==> src/rtl/divseq_pkg.sv <==
// divseq_pkg: shared types, defaults and period helper for the divider sequencer
// Contents: state_e (IDLE, LOAD, ARM, RUN), default WIDTH / MIN_PERIOD / WD_SLACK,
//           divseq_period() giving the divided period in clk cycles.
package divseq_pkg;

    typedef enum logic [1:0] {IDLE, LOAD, ARM, RUN} state_e;

    localparam int DEF_WIDTH      = 8;
    localparam int DEF_MIN_PERIOD = 2;
    localparam int DEF_WD_SLACK   = 4;
    localparam int MAX_W          = 16;

    // Up mode counts from div to the all-ones terminal value, down mode from div to zero.
    function automatic logic [MAX_W:0] divseq_period(input logic [MAX_W-1:0] div, input logic dir, input int width);
        logic [MAX_W:0] d;
        d = {1'b0, div};
        return dir ? d + (MAX_W+1)'(1) : ((MAX_W+1)'(1) << width) - d;
    endfunction

endpackage

==> src/rtl/divseq_watchdog.sv <==
// divseq_watchdog: counts RUN cycles since the last terminal count and flags a missing one
// Ports: clk, rst_n (async active-low), run_i (sequencer in RUN), cout_i (terminal count),
//        period_i (active divided period), fire_o (period + WD_SLACK cycles passed without cout_i).
module divseq_watchdog #(
    parameter int WIDTH    = 8,
    parameter int WD_SLACK = 4
) (
    input  logic           clk,
    input  logic           rst_n,
    input  logic           run_i,
    input  logic           cout_i,
    input  logic [WIDTH:0] period_i,
    output logic           fire_o
);

    localparam int CW = WIDTH + 2;

    logic [CW-1:0] cnt_q, cnt_d, limit;

    // cnt_q is 0 in the first cycle after a restart, so the last tolerated cycle is limit.
    assign limit  = CW'(period_i) + CW'(WD_SLACK - 1);
    assign fire_o = run_i && !cout_i && cnt_q == limit;
    assign cnt_d  = (!run_i || cout_i || fire_o) ? '0 : cnt_q + CW'(1);

    always_ff @(posedge clk or negedge rst_n) begin
        if (!rst_n) cnt_q <= '0;
        else        cnt_q <= cnt_d;
    end

endmodule

==> src/rtl/divider_sequencer.sv <==
// divider_sequencer: loads, enables and glitch-free retunes an external up/down counter-divider
// Ports: clk, rst_n (async active-low); req_valid/req_ready/req_div/req_dir request handshake;
//        stop_req halts at the next terminal count; cd_cout terminal count from the divider;
//        cd_load_val/cd_init_n/cd_gn_n/cd_down_up drive the divider; busy (not IDLE);
//        cfg_err sticky reject flag; clr_err clears sticky flags.
// Build option: DIVSEQ_WATCHDOG_EN adds wd_err and a forced reload when cd_cout goes missing.
module divider_sequencer
    import divseq_pkg::*;
#(
    parameter int WIDTH      = DEF_WIDTH,
    parameter int MIN_PERIOD = DEF_MIN_PERIOD
`ifdef DIVSEQ_WATCHDOG_EN
    ,
    parameter int WD_SLACK   = DEF_WD_SLACK
`endif
) (
    input  logic             clk,
    input  logic             rst_n,
    input  logic             req_valid,
    output logic             req_ready,
    input  logic [WIDTH-1:0] req_div,
    input  logic             req_dir,
    input  logic             stop_req,
    input  logic             cd_cout,
    output logic [WIDTH-1:0] cd_load_val,
    output logic             cd_init_n,
    output logic             cd_gn_n,
    output logic             cd_down_up,
    output logic             busy,
    output logic             cfg_err,
`ifdef DIVSEQ_WATCHDOG_EN
    output logic             wd_err,
`endif
    input  logic             clr_err
);

    state_e           state_q;
    logic [WIDTH-1:0] load_q, pdiv_q;
    logic             dir_q, pdir_q, pend_q, stop_q, init_n_q, gn_n_q, err_q, err_d;
    logic [WIDTH:0]   req_period;
    logic             in_run, accept, good, stop_now, reload_now, wd_fire;

    assign req_period = (WIDTH+1)'(divseq_period(MAX_W'(req_div), req_dir, WIDTH));
    assign in_run     = state_q == RUN;
    assign req_ready  = state_q == IDLE || (in_run && !pend_q);
    assign busy       = state_q != IDLE;
    assign accept     = req_valid && req_ready;
    assign good       = accept && req_period >= (WIDTH+1)'(MIN_PERIOD);
    assign err_d      = (accept && !good) || (err_q && !clr_err);
    assign cfg_err    = err_q;

    // Terminal-count actions must hit the divider in the cout cycle itself, so they bypass the registers.
    assign stop_now    = in_run && cd_cout && stop_q;
    assign reload_now  = in_run && cd_cout && pend_q && !stop_q;
    assign cd_init_n   = init_n_q && !reload_now;
    assign cd_gn_n     = gn_n_q || stop_now;
    assign cd_load_val = reload_now ? pdiv_q : load_q;
    assign cd_down_up  = reload_now ? pdir_q : dir_q;

    always_ff @(posedge clk or negedge rst_n) begin
        if (!rst_n) begin
            state_q  <= IDLE;
            load_q   <= '0;
            dir_q    <= 1'b0;
            pdiv_q   <= '0;
            pdir_q   <= 1'b0;
            pend_q   <= 1'b0;
            stop_q   <= 1'b0;
            init_n_q <= 1'b1;
            gn_n_q   <= 1'b1;
            err_q    <= 1'b0;
        end else begin
            err_q <= err_d;
            case (state_q)
                IDLE: if (good) begin
                    load_q   <= req_div;
                    dir_q    <= req_dir;
                    init_n_q <= 1'b0;
                    state_q  <= LOAD;
                end
                LOAD: begin
                    init_n_q <= 1'b1;
                    state_q  <= ARM;
                end
                ARM: begin
                    gn_n_q  <= 1'b0;
                    state_q <= RUN;
                end
                RUN: begin
                    if (stop_req) stop_q <= 1'b1;
                    if (good) begin
                        pend_q <= 1'b1;
                        pdiv_q <= req_div;
                        pdir_q <= req_dir;
                    end
                    if (stop_now) begin
                        gn_n_q  <= 1'b1;
                        stop_q  <= 1'b0;
                        pend_q  <= 1'b0;
                        state_q <= IDLE;
                    end else if (reload_now) begin
                        load_q <= pdiv_q;
                        dir_q  <= pdir_q;
                        pend_q <= 1'b0;
                    end else if (wd_fire) begin
                        // Missing cout: restart the divider from the active value.
                        gn_n_q   <= 1'b1;
                        init_n_q <= 1'b0;
                        state_q  <= LOAD;
                    end
                end
            endcase
        end
    end

`ifdef DIVSEQ_WATCHDOG_EN
    logic [WIDTH:0] act_period;
    logic           wd_err_q;

    assign act_period = (WIDTH+1)'(divseq_period(MAX_W'(load_q), dir_q, WIDTH));
    assign wd_err     = wd_err_q;

    divseq_watchdog #(.WIDTH(WIDTH), .WD_SLACK(WD_SLACK)) u_wd (
        .clk      (clk),
        .rst_n    (rst_n),
        .run_i    (in_run),
        .cout_i   (cd_cout),
        .period_i (act_period),
        .fire_o   (wd_fire)
    );

    always_ff @(posedge clk or negedge rst_n) begin
        if (!rst_n) wd_err_q <= 1'b0;
        else        wd_err_q <= wd_fire || (wd_err_q && !clr_err);
    end
`else
    assign wd_fire = 1'b0;
`endif

endmodule

==> config.mk <==
export PLATFORM = sky130hd
export DESIGN_NAME = divider_sequencer
export DESIGN_NICKNAME = d
export VERILOG_FILES = /design/src/rtl/divseq_pkg.sv /design/src/rtl/divseq_watchdog.sv /design/src/rtl/divider_sequencer.sv
export SDC_FILE = /design/constraint.sdc
export NUM_CORES = 1
export LEC_CHECK = 0
export BUFFER_PORTS_ARGS = -buffer_cell sky130_fd_sc_hd__buf_2
export CAP_MARGIN = 20
export CORE_ASPECT_RATIO = 0.75
export CORE_UTILIZATION = 47
export CTS_BUF_LIST = sky130_fd_sc_hd__clkbuf_8
export CTS_CLUSTER_SIZE = 14
export DETAILED_ROUTE_END_ITERATION = 8
export PLACE_DENSITY = 0.79
export SYNTH_ARGS = -nofsm -noshare
export SYNTH_HDL_FRONTEND = slang
export SYNTH_SLANG_ARGS = --single-unit
==> constraint.sdc <==
create_clock -name clk -period 2.6 [get_ports clk]
set_input_delay 0.26 -clock clk [delete_from_list [all_inputs] [get_ports clk]]
set_output_delay 0.26 -clock clk [all_outputs]
set_load 0.05 [all_outputs]
After elaboration in Yosys (flattened, before gate mapping)
Index checks and enable logic that the tools add are counted.
Word-level totals
  output and inout port bits: 14
  input bits: 15
  bits in registers: 25
  word-level logic and storage cells: 72
Operators by class
  add/subtract/negate cells: 2
  order comparisons: 1
  multiplexer cells: 21
  equality and inequality tests: 6
  reductions and logical operators: 32
Operator list (count)
  $mux 8: 3
  $pmux 8 s2: 1
  $reduce_and 2->1: 6
  $logic_and 1x1->1: 10
  $mux 1: 10
  $reduce_bool 2->1: 5
  $add 8x1->9 const B: 1
  $ge 9x2->1 const B: 1
  $mux 9: 1
  $sub 9x8->9 const A: 1
  $pmux 2 s4: 1
  $pmux 1 s2: 3
  $logic_not 1->1: 5
  $eq 2x2->1 const B: 2
  $mux 2: 2
  $ne 2x2->1 const B: 2
  $logic_or 1x1->1: 3
  $reduce_and 3->1: 1
  $reduce_bool 3->1: 1
  $eq 2x1->1 const B: 1
  $logic_not 2->1: 1
  $ne 2x1->1 const B: 1

Longest topological paths before layout
Gate-level depths: netlist of the first run.
  depth in word-level cells: 8
  gate-level depth with buffers: 9
  depth with buffers taken out: 8

Worst setup path before layout of the first run
Ideal clock, no wire load.
  path kind: register to register
  start: register state_q[0]
  end: register pdir_q
  stages on the path, launching flop included: 8
  setup time: 125 ps
  clock period less this slack: 2696 ps
  path buffers: 1
  required time: 2475 ps
  setup slack: -96 ps
  data arrival time: 2571 ps
  path through: dfrtp_1 -> ha_1 -> buf_2 -> inv_1 -> o21ai_1 -> nand2_1 -> nor3_4 -> mux2_2
Between the ends
  longest elaborated chain between the ends: 6
  elaborated cells on any way between the ends: 7
  classes of those cells: eq/ne: 1; reduce/logical: 6
RTL lines
  start, declared: RTL line divider_sequencer.sv:37  | state_e state_q;
  start signal, assigned: RTL line divider_sequencer.sv:62  | state_q <= IDLE;
  start signal, assigned: RTL line divider_sequencer.sv:79  | state_q <= LOAD;
  start signal, assigned: RTL line divider_sequencer.sv:83  | state_q <= ARM;
  $eq 2x2->1: RTL line divider_sequencer.sv:44  | assign in_run = state_q == RUN;
  net in_run: RTL line divider_sequencer.sv:41  | logic in_run, accept, good, stop_now, reload_now, wd_fire;
  $logic_and 1x1->1: RTL line divider_sequencer.sv:45  | assign req_ready = state_q == IDLE || (in_run && !pend_q);
  $logic_or 1x1->1: RTL line divider_sequencer.sv:45
  net req_ready: RTL line divider_sequencer.sv:20  | output logic req_ready,
  $logic_and 1x1->1: RTL line divider_sequencer.sv:47  | assign accept = req_valid && req_ready;
  $logic_and 1x1->1: RTL line divider_sequencer.sv:48  | assign good = accept && req_period >= (WIDTH+1)'(MIN_PERIOD);
  $reduce_and 2->1 (no line)
  end signal, assigned: RTL line divider_sequencer.sv:94  | pdir_q <= req_dir;
  end, declared: RTL line divider_sequencer.sv:39  | logic dir_q, pdir_q, pend_q, stop_q, init_n_q, gn_n_q, err_q, err_d;
The timed path passes the listed nets, and every way through them passes these cells.
A chain may end at the register's enable or synchronous reset.

Worst setup path in the final report of the first run
  start: input req_div[1]
  end: register load_q[3]
Between the ends
  longest elaborated chain between the ends: 6
  elaborated cells on any way between the ends: 7
  classes of those cells: add/sub: 2; order compare: 1; eq/ne: 1; mux: 1; reduce/logical: 2
RTL lines
  start, declared: RTL line divider_sequencer.sv:21  | input logic [WIDTH-1:0] req_div,
  $sub 9x8->9 / $add 8x1->9 (equally long branches): RTL line divseq_pkg.sv:17  | return dir ? d + (MAX_W+1)'(1) : ((MAX_W+1)'(1) << width) - d;
  $mux 9 (*): RTL line divseq_pkg.sv:17
  $ge 9x2->1 (*): RTL line divider_sequencer.sv:48
  $logic_and 1x1->1 (*): RTL line divider_sequencer.sv:48
  $ne 2x2->1 (no line) (*)
  $reduce_and 3->1 (no line) (*)
  end signal, assigned: RTL line divider_sequencer.sv:76  | load_q <= req_div;
  end signal, assigned: RTL line divider_sequencer.sv:102  | load_q <= pdiv_q;
  end, declared: RTL line divider_sequencer.sv:38  | logic [WIDTH-1:0] load_q, pdiv_q;
Mark *: on every way between the ends. The rest lies on a longest branch, timed or not.

==> results.cfg, run 1 <==
[power]
combPwrFrac = 0.595
power_switching_uw = 1116
power_frac_seq = 0.305
p_sw_frac = 0.4795
power_frac_clock = 0.100
p_leak_uw = 0.0008171
peakVddDrop_v = 0.0006175
power_density_nw_per_um2 = 1369
intPower_uw = 1211

[drt]
wl_per_cell_um = 15.51
drc_errors = 0
dr_total_vias = 1089
routed_wl_mm = 3.071
drtPass1Iterations = 4
ant_nets = 0
drt_iter0_drc = 51
avgViaCountPerCell = 5.500

[layout]
drive_gt1_frac = 0.4074
syn2layout_area_growth_pct = 18.90
fin_nets = 184
n_antenna_cell = 0
fin_util = 0.6200
fillCellCount = 225
layout_commonest_cell = buf_2
final_cell_mix = buf_2 (28), dfrtp_1 (23), mux2i_1 (18)

[placement]
gp_congestion = 0.7975
port_buffers = 28
dpl.hpwl_mm = 2.337
place_ws_ns = 0.02162

[critical_path]
cp_num_buf_inv = 3
worstPathCellList = buf_2 > inv_1 > ha_1 > nand2b_1 > o21ai_0 > a41oi_1 > o21ai_2 > a211oi_1 > buf_4 > mux2i_1
r2r_end = pdiv_q[4]
cp_top_family = compound AO/OA/AOI/OAI gates
cp.depth = 10
cpMaxStageDelayCell = a211oi_1
required_ns = 2.79
arrival_ns = 2.50
crit_start = req_div[1]
critPathLaunchType = input pin
worstSetupPathType = input pin to flop
rr_startpoint = state_q[0]
cp_max_fo = 5
r2r_setup_slack_ns = 0.31
critPathMaxStageDelay_ns = 0.79
endpoint_kind = flop
rr_worst_depth = 7

[global_route]
antenna_found_initial = 0
gr-total-overflow = 0
grt_first_pass_wirelength_mm = 4.947
grtUsageTotal = 0.2046
grt_pass1_vias = 1065
grt_max_degree = 26

[hold_path]
hold_end = cfg_err
hold_path.class = input pin to flop
worstHoldStart = clr_err
holdPathStages = 2

[clock_tree]
cts_max_level = 1
cts_tree = done
cts_made_buffers = 3
clk_path_buf_depth = 2
cts_sinks = 25
clk_latency_ns = 0.27
cts_root_buf = clkbuf_8
clkSlewWorstSetupHoldPaths_ns = 0.09

[yosys]
yosysUniqueCellTypes = 35
netlist_area_um2 = 1430
syn_nets = 147
ys_seq_area_frac = 0.4392
synth_cells = 126
synth_seq_cells = 25
synth_warnings = 0
avgSynthCellArea_um2 = 11.35

[floorplan]
start_util = 0.5214
num_rows = 16
dieArea_um2 = 3270
die_h_um = 49.77
io_pins = 29
die_w_um = 65.70
core_um2 = 2743

[sta]
tightest_slew_ns = 0.9330
finalMaxSlewViolations = 0
worst_slew_margin_rel = 0.3742
hold_viol_final = 0
period_share = 0.8888
setup_viol = 0
finalCriticalPeriod_ns = 2.311
tns_ns = 0
max_freq_mhz = 432.8
rsz0062_at_grt = no
fin_ws_ns = 0.2892
finalClockSkew_ns = 0.008976

[job]
maxCapViolations = 0

[run_status]
status = complete, no violations
-- per-stage QoR --
stage | cell area (um^2) | power (uW) | cells | hold WS, ns
2_1_floorplan | 1434 | 1797 | 126 | -0.03559
3_3_place_gp | 1637 | 2034 | 192 | 0.2768
3_5_place_dp | 1637 | 2096 | 192 | 0.2904
4_1_cts | 1693 | 2334 | 197 | 0.1595
5_1_grt | 1700 | 2460 | 198 | 0.1632
6_report | 1700 | 2327 | 198 | 0.1642
-- registers in the layout (all words and copies together) (netlist names) --
signal and count:
load_q 8, pdiv_q 8, state_q 2, cfg_err 1, dir_q 1, gn_n_q 1
init_n_q 1, pdir_q 1, pend_q 1, stop_q 1
-- what timing repair did --
item / 4_1_cts / 5_1_grt
endpoints found under the setup margin: 0 / 10
hold endpoints to repair: 14 / 0
hold buffers: 1 / 0
gates resized for setup: 0 / 0
setup buffers: 0 / 1
-- per-layer routing --
| layer | track usage | share of wire | vias up |
|---|---|---|---|
| met5 | 0 | 0 | - |
| met4 | 0.06522 | 0.010 | 0 |
| met1 | 0.2673 | 0.49 | 548 |
| li1 | - | - | 511 |
| met3 | 0.04861 | 0.034 | 6 |
| met2 | 0.3316 | 0.46 | 24 |
-- power by group through the flow --
stage | sequential, uW | combinational (uW) | clock, uW
floorplan | 676 | 1120 | 0
global placement | 699 | 1330 | 0
detailed placement | 717 | 1380 | 0
CTS | 709 | 1390 | 236
global route | 734 | 1470 | 252
finish | 709 | 1390 | 232
-- worst max-delay path by stage --
stage | end | slack (ns)
after global placement | load_q[6] | 0.16
after detailed placement | load_q[3] | 0.02
after global routing | pdiv_q[3] | 0.14
after CTS | cd_load_val[1] | 0.04
final | load_q[3] | 0.29
after floorplan | pdir_q | 0.23
-- synthesized netlist by cell type --
cell type  count  area, um^2
dfrtp_1       23       575.6
mux2i_1       18       180.2
inv_1         17       63.81
mux2_2        17       191.4
ha_1           6       75.07
nor2_1         4       15.01
a21oi_1        3       15.01
a31oi_1        3       18.77
o21ai_0        3       15.01
or2_2          3       18.77
dfstp_2        2       52.55
mux2_1         2       22.52
nand2_1        2       7.510
nand2b_1       2       12.51
a211oi_1       1       7.510
a21boi_0       1       7.510
a31o_2         1       8.760
a41oi_1        1       8.760
and2_1         1       6.260
and3_1         1       6.260
buf_1          1       3.750
buf_2          1       5.000
buf_6          1       11.26
nand4_1        1       6.260
nand4b_1       1       8.760
nor2_2         1       6.260
nor2b_1        1       6.260
nor3_1         1       5.000
nor3_4         1       16.27
nor4b_2        1       15.01
o21ai_1        1       5.000
o21ai_2        1       8.760
o22ai_1        1       6.260
o32a_1         1       10.01
or4_1          1       7.510
-- final cells by class --
type / count / area (um^2) / share of cell area
Inverter: 17 / 63.81 / 0.03753
Sequential cell: 25 / 628.1 / 0.3694
Clock inverter: 1 / 5.005 / 0.002943
Timing Repair Buffer: 35 / 195.2 / 0.1148
Multi-Input combinational cell: 81 / 721.9 / 0.4246
Clock buffer: 3 / 41.29 / 0.02428
Tap cell: 36 / 45.04 / 0.02649
-- cell families after synthesis --
family,Yosys count,synth area share
adders and majority gates,6,0.05249
AOI/OAI and AO/OA,17,0.07787
DFF,25,0.4392
buffers and inverters,20,0.05861
and+or+nand+nor,21,0.09625
muxes,37,0.2756
-- worst reg2reg max path, cell delays in order (launching register included) --
cell     delay, ns
dfrtp_1       0.42
ha_1          0.21
buf_4         0.19
inv_1         0.13
o21ai_2       0.20
nand2_1       0.14
nor3_4        0.49
mux2_2        0.40
(Power assumes the default switching activity.)
==> inputs of run 2 (changes only) <==
--- a/config.mk
+++ b/config.mk
@@ -5,8 +5,8 @@
 export SDC_FILE = /design/constraint.sdc
 export NUM_CORES = 1
 export LEC_CHECK = 0
-export BUFFER_PORTS_ARGS = -buffer_cell sky130_fd_sc_hd__buf_2
-export CAP_MARGIN = 20
+export BUFFER_PORTS_ARGS = -buffer_cell sky130_fd_sc_hd__buf_4
+export CAP_MARGIN = 30
 export CORE_ASPECT_RATIO = 0.75
 export CORE_UTILIZATION = 47
 export CTS_BUF_LIST = sky130_fd_sc_hd__clkbuf_8
==> run 2 against run 1 <==
Effect of this change:
- cell area rose by 3.2%
- largest power group unchanged
- worst hold slack improved by 0.012 ns
- largest cell class unchanged
- cell count fell by 1.0%
- sequential share of layout area fell by 1.1 points
- critical endpoint is now cd_load_val[7]
- via count fell by 0.73%
- sequential power fell by 0.7%
==> results.cfg, run 2 (synthesized netlist as in run 1, its figures left out) <==
[run_status]
status = complete, no violations

[clock_tree]
clk_latency_ns = 0.27
clk_path_buf_depth = 2
clkSlewWorstSetupHoldPaths_ns = 0.08
cts_tree = done
cts_root_buf = clkbuf_8
cts_max_level = 1
cts_made_buffers = 3
cts_sinks = 25

[power]
total_power_uw = 2392
peakVddDrop_v = 0.0006830
power_density_nw_per_um2 = 1364
p_leak_uw = 0.0008326

[floorplan]
start_util = 0.5214
dieArea_um2 = 3270
io_pins = 29
die_w_um = 65.70
die_h_um = 49.77
core_um2 = 2743
num_rows = 16

[drt]
drc_errors = 0
dr_total_vias = 1081
drtPass1Iterations = 4
drt_iter0_drc = 34
avgViaCountPerCell = 5.515
routed_wl_mm = 2.990
ant_nets = 0
wl_per_cell_um = 15.26

[global_route]
gr-total-overflow = 0
grtUsageTotal = 0.2025
grt_max_degree = 26
grt_pass1_vias = 1051
grt_first_pass_wirelength_mm = 4.878
antenna_found_initial = 0

[critical_path]
critPathLaunchType = flop
cpMaxStageDelayCell = dfrtp_1
critPathMaxStageDelay_ns = 0.42
crit_top_cell = buf_4
cp_max_fo = 10
endpoint_kind = output pin
cp_num_buf_inv = 3
cp_top_family = buffers and inverters
required_ns = 2.34
r2r_setup_slack_ns = 0.48
arrival_ns = 2.02
worstPathCellList = ha_1 > buf_4 > nand4b_1 > buf_4 > mux2_2 > buf_4
worstSetupPathType = flop to output pin

[hold_path]
hold_path.class = input pin to flop

[sta]
max_freq_mhz = 438.3
rsz0062_at_grt = no
tightest_slew_ns = 0.5258
period_share = 0.8775
hold_viol_final = 0
fin_ws_ns = 0.3186
worst_slew_margin_rel = 0.6483
finalClockSkew_ns = 0.004482
setup_viol = 0
holdWs_ns = 0.1759
finalCriticalPeriod_ns = 2.281
finalMaxSlewViolations = 0
tns_ns = 0

[job]
maxCapViolations = 0

[layout]
n_antenna_cell = 0
reg_top3 = load_q: 8 flops, pdiv_q: 8 flops, state_q: 2 flops
ff_latch_area_um2 = 628.1
multiInputGateArea_um2 = 721.9
fin_nets = 182
drive_gt1_frac = 0.3938
fillCellCount = 223
stdcell_area_um2 = 1754
final_cell_mix = buf_4 (32), dfrtp_1 (23), inv_1 (18), mux2i_1 (18), mux2_2 (17)
syn2layout_area_growth_pct = 22.66
layout_commonest_cell = buf_4

[placement]
placed_cell_area_um2 = 1692
dpl.hpwl_mm = 2.284
gp_congestion = 0.8504
place_ws_ns = 0.3250
port_buffers = 28
## run 2: power breakdown
part / switching (uW) / total (uW) / internal [uW]
sequential: 110 / 704 / 594
combinational: 883 / 1470 / 583
clock: 117 / 223 / 106
total: 1110 / 2390 / 1280
## run 2: what timing repair did
action | 4_1_cts | 5_1_grt
setup endpoints to repair | 0 | 10
resized for setup | 0 | 0
setup buffers | 0 | 1
endpoints found under the hold margin | 23 | 0
hold buffers | 1 | 0
## run 2: worst paths after layout
check / start / end / cells past startpoint
max: state_q[0] / cd_load_val[7] / 6
min: clr_err / cfg_err / 2
max reg2reg: state_q[0] / pdiv_q[3] / 7
min reg2reg: pdiv_q[2] / pdiv_q[2] / 1
max in group asynchronous: rst_n / gn_n_q / 2
min in group asynchronous: rst_n / state_q[1] / 2
## run 2: worst register-to-register path, delay by kind of cell, from the launching register on
| kind | cells | cell delay, ns |
|---|---|---|
| multiplexers | 1 | 0.40 |
| adder cells (fa/ha/maj) | 1 | 0.27 |
| AND/OR/NAND/NOR | 2 | 0.64 |
| flip-flops | 1 | 0.42 |
| AO/OA/AOI/OAI | 1 | 0.09 |
| buffers and inverters | 2 | 0.19 |
## run 2: per-stage QoR
step / utilization / std cells
after global placement: 0.6168 / 190
after detailed placement: 0.6168 / 190
after CTS: 0.6369 / 195
after floorplan: - / 126
final: 0.6396 / 196
after global routing: 0.6396 / 196
## run 2: cell type report
| cell class | count | area share |
|---|---|---|
| flip-flops and latches | 25 | 0.3581 |
| repair buffers | 33 | 0.1427 |
| inverters | 17 | 0.03638 |
| clock inverters | 1 | 0.002140 |
| well taps | 36 | 0.02568 |
| multi-input cells | 81 | 0.4116 |
| clock buffers | 3 | 0.02354 |
## run 2: layer usage
metal | global-route usage | part of all wire | up-vias
li1 | - | - | 510
met1 | 0.2655 | 0.45 | 538
met2 | 0.3367 | 0.50 | 31
met3 | 0.05556 | 0.051 | 2
met4 | 0.03261 | 0.0013 | 0
met5 | 0 | 0 | -
==> inputs of run 3 (changes only) <==
--- a/config.mk
+++ b/config.mk
@@ -13,6 +13,7 @@
 export CTS_CLUSTER_SIZE = 14
 export DETAILED_ROUTE_END_ITERATION = 8
 export PLACE_DENSITY = 0.79
+export REMOVE_ABC_BUFFERS = 1
 export SYNTH_ARGS = -nofsm -noshare
 export SYNTH_HDL_FRONTEND = slang
 export SYNTH_SLANG_ARGS = --single-unit
==> run 3 against run 2 <==
Effect of this change:
- die area unchanged
- total power increased by 0.46%
- clock power about the same
- critical path depth unchanged
- register-to-register slack got worse by 0.06 ns
- cell count increased by 0.51%
- maximum frequency increased by 0.32%
- combinational power about the same
- setup slack improved by 0.0073 ns
- critical path type unchanged
- largest cell class unchanged
==> results.cfg, run 3 (synthesized netlist as in run 1, its figures left out) <==
[run_status]
status = complete, no violations

[layout]
drive_gt1_frac = 0.3975
fin_nets = 183
reg_top3 = load_q: 8 flops, pdiv_q: 8 flops, state_q: 2 flops
n_antenna_cell = 0
layout_commonest_cell = buf_4
stdcell_area_um2 = 1763
fin_util = 0.6428
syn2layout_area_growth_pct = 23.27
fillCellCount = 227
final_cell_mix = buf_4 (33), dfrtp_1 (23), inv_1 (18), mux2i_1 (18), mux2_2 (17)

[placement]
port_buffers = 28
dpl.hpwl_mm = 2.265
placed_cell_area_um2 = 1693
gp_congestion = 0.8109
place_ws_ns = 0.2669

[sta]
setup_viol = 0
period_share = 0.8746
fin_ws_ns = 0.3260
rsz0062_at_grt = no
worst_slew_margin_rel = 0.6640
finalClockSkew_ns = 0.006503
finalCriticalPeriod_ns = 2.274
hold_viol_final = 0
tightest_slew_ns = 0.5023
max_freq_mhz = 439.7
finalMaxSlewViolations = 0

[critical_path]
cpMaxStageDelayCell = dfrtp_1
crit_top_cell = buf_4
critPathLaunchType = flop
worstSetupPathType = flop to output pin
worstPathCellList = ha_1 > buf_4 > nand4b_1 > buf_4 > mux2_2 > buf_4
critPathMaxStageDelay_ns = 0.42
required_ns = 2.34
crit_start = state_q[0]
arrival_ns = 2.01
cp_max_fo = 15
endpoint_kind = output pin
rr_startpoint = state_q[0]

[clock_tree]
cts_tree = done
clk_latency_ns = 0.27
cts_made_buffers = 3
cts_sinks = 25
cts_root_buf = clkbuf_8
clk_path_buf_depth = 2
clkSlewWorstSetupHoldPaths_ns = 0.09
cts_max_level = 1

[floorplan]
die_w_um = 65.70
core_um2 = 2743
die_h_um = 49.77
num_rows = 16
dieArea_um2 = 3270
io_pins = 29
start_util = 0.5214

[power]
total_power_uw = 2403
power_density_nw_per_um2 = 1363
peakVddDrop_v = 0.0007662
p_leak_uw = 0.0008363

[global_route]
gr-total-overflow = 0
grtUsageTotal = 0.2072
grt_max_degree = 26
grt_first_pass_wirelength_mm = 5.133
grt_pass1_vias = 1093
antenna_found_initial = 0

[hold_path]
hold_path.class = input pin to flop
worstHoldStart = clr_err

[drt]
ant_nets = 0
avgViaCountPerCell = 5.376
dr_total_vias = 1059
wl_per_cell_um = 15.44
drc_errors = 0
drt_iter0_drc = 45
routed_wl_mm = 3.042
drtPass1Iterations = 4

[job]
maxCapViolations = 0
## run 3: cell types whose count changed in the layout (fill, tap and decap cells not counted), sizes merged
cell and delta:
buf +1
## run 3: worst paths after layout
path	endpoint	slack, ns	cells after the start
max	cd_load_val[6]	0.33	6
max reg2reg	pdiv_q[3]	0.42	7
max in group asynchronous	gn_n_q	1.88	2
min reg2reg	pdiv_q[2]	0.49	1
min in group asynchronous	pdiv_q[6]	0.42	2
min	cfg_err	0.16	2
## run 3: timing repair
| item | CTS | global route |
|---|---|---|
| hold buffers | 1 | 0 |
| buffers inserted | 2 | 0 |
| gates resized for setup | 0 | 0 |
| endpoints found under the hold margin | 23 | 0 |
| setup endpoints to repair | 9 | 0 |
## run 3: worst max-delay path, delay by kind of cell, from the launching register on
kind	cells	cell delay, ns
adder cells (fa/ha/maj)	1	0.22
multiplexers	1	0.36
flip-flops	1	0.42
buffers and inverters	3	0.58
AND/OR/NAND/NOR	1	0.15
## run 3: final cells by class
cell class | instances | area [um^2] | share of cell area
Inverter | 17 | 63.81 | 0.03620
Timing Repair Buffer | 34 | 257.7 | 0.1462
Multi-Input combinational cell | 81 | 723.2 | 0.4102
Tap cell | 36 | 45.04 | 0.02555
Sequential cell | 25 | 628.1 | 0.3563
Clock buffer | 3 | 41.29 | 0.02342
Clock inverter | 1 | 3.754 | 0.002129
## run 3: power breakdown
| group | internal [uW] | switching, uW | total, uW |
|---|---|---|---|
| Combinational | 589 | 880 | 1470 |
| Sequential | 594 | 113 | 707 |
| Clock | 106 | 121 | 226 |
## run 3: per-stage QoR
step	std cells	hold slack, ns	setup TNS [ns]
final	197	0.1634	0
after floorplan	123	-0.03559	-4.184
after global placement	190	0.1785	0
after CTS	197	0.1624	0
after detailed placement	190	0.1814	0
after global routing	197	0.1625	0
## run 3: layer usage
layer  vias to the layer above  global-route usage  part of all wire
met5                         -                   0                 0
li1                        512                   -                 -
met1                       522              0.2662              0.48
met4                         0             0.05072            0.0053
met2                        23              0.3537              0.48
met3                         2             0.04167             0.041
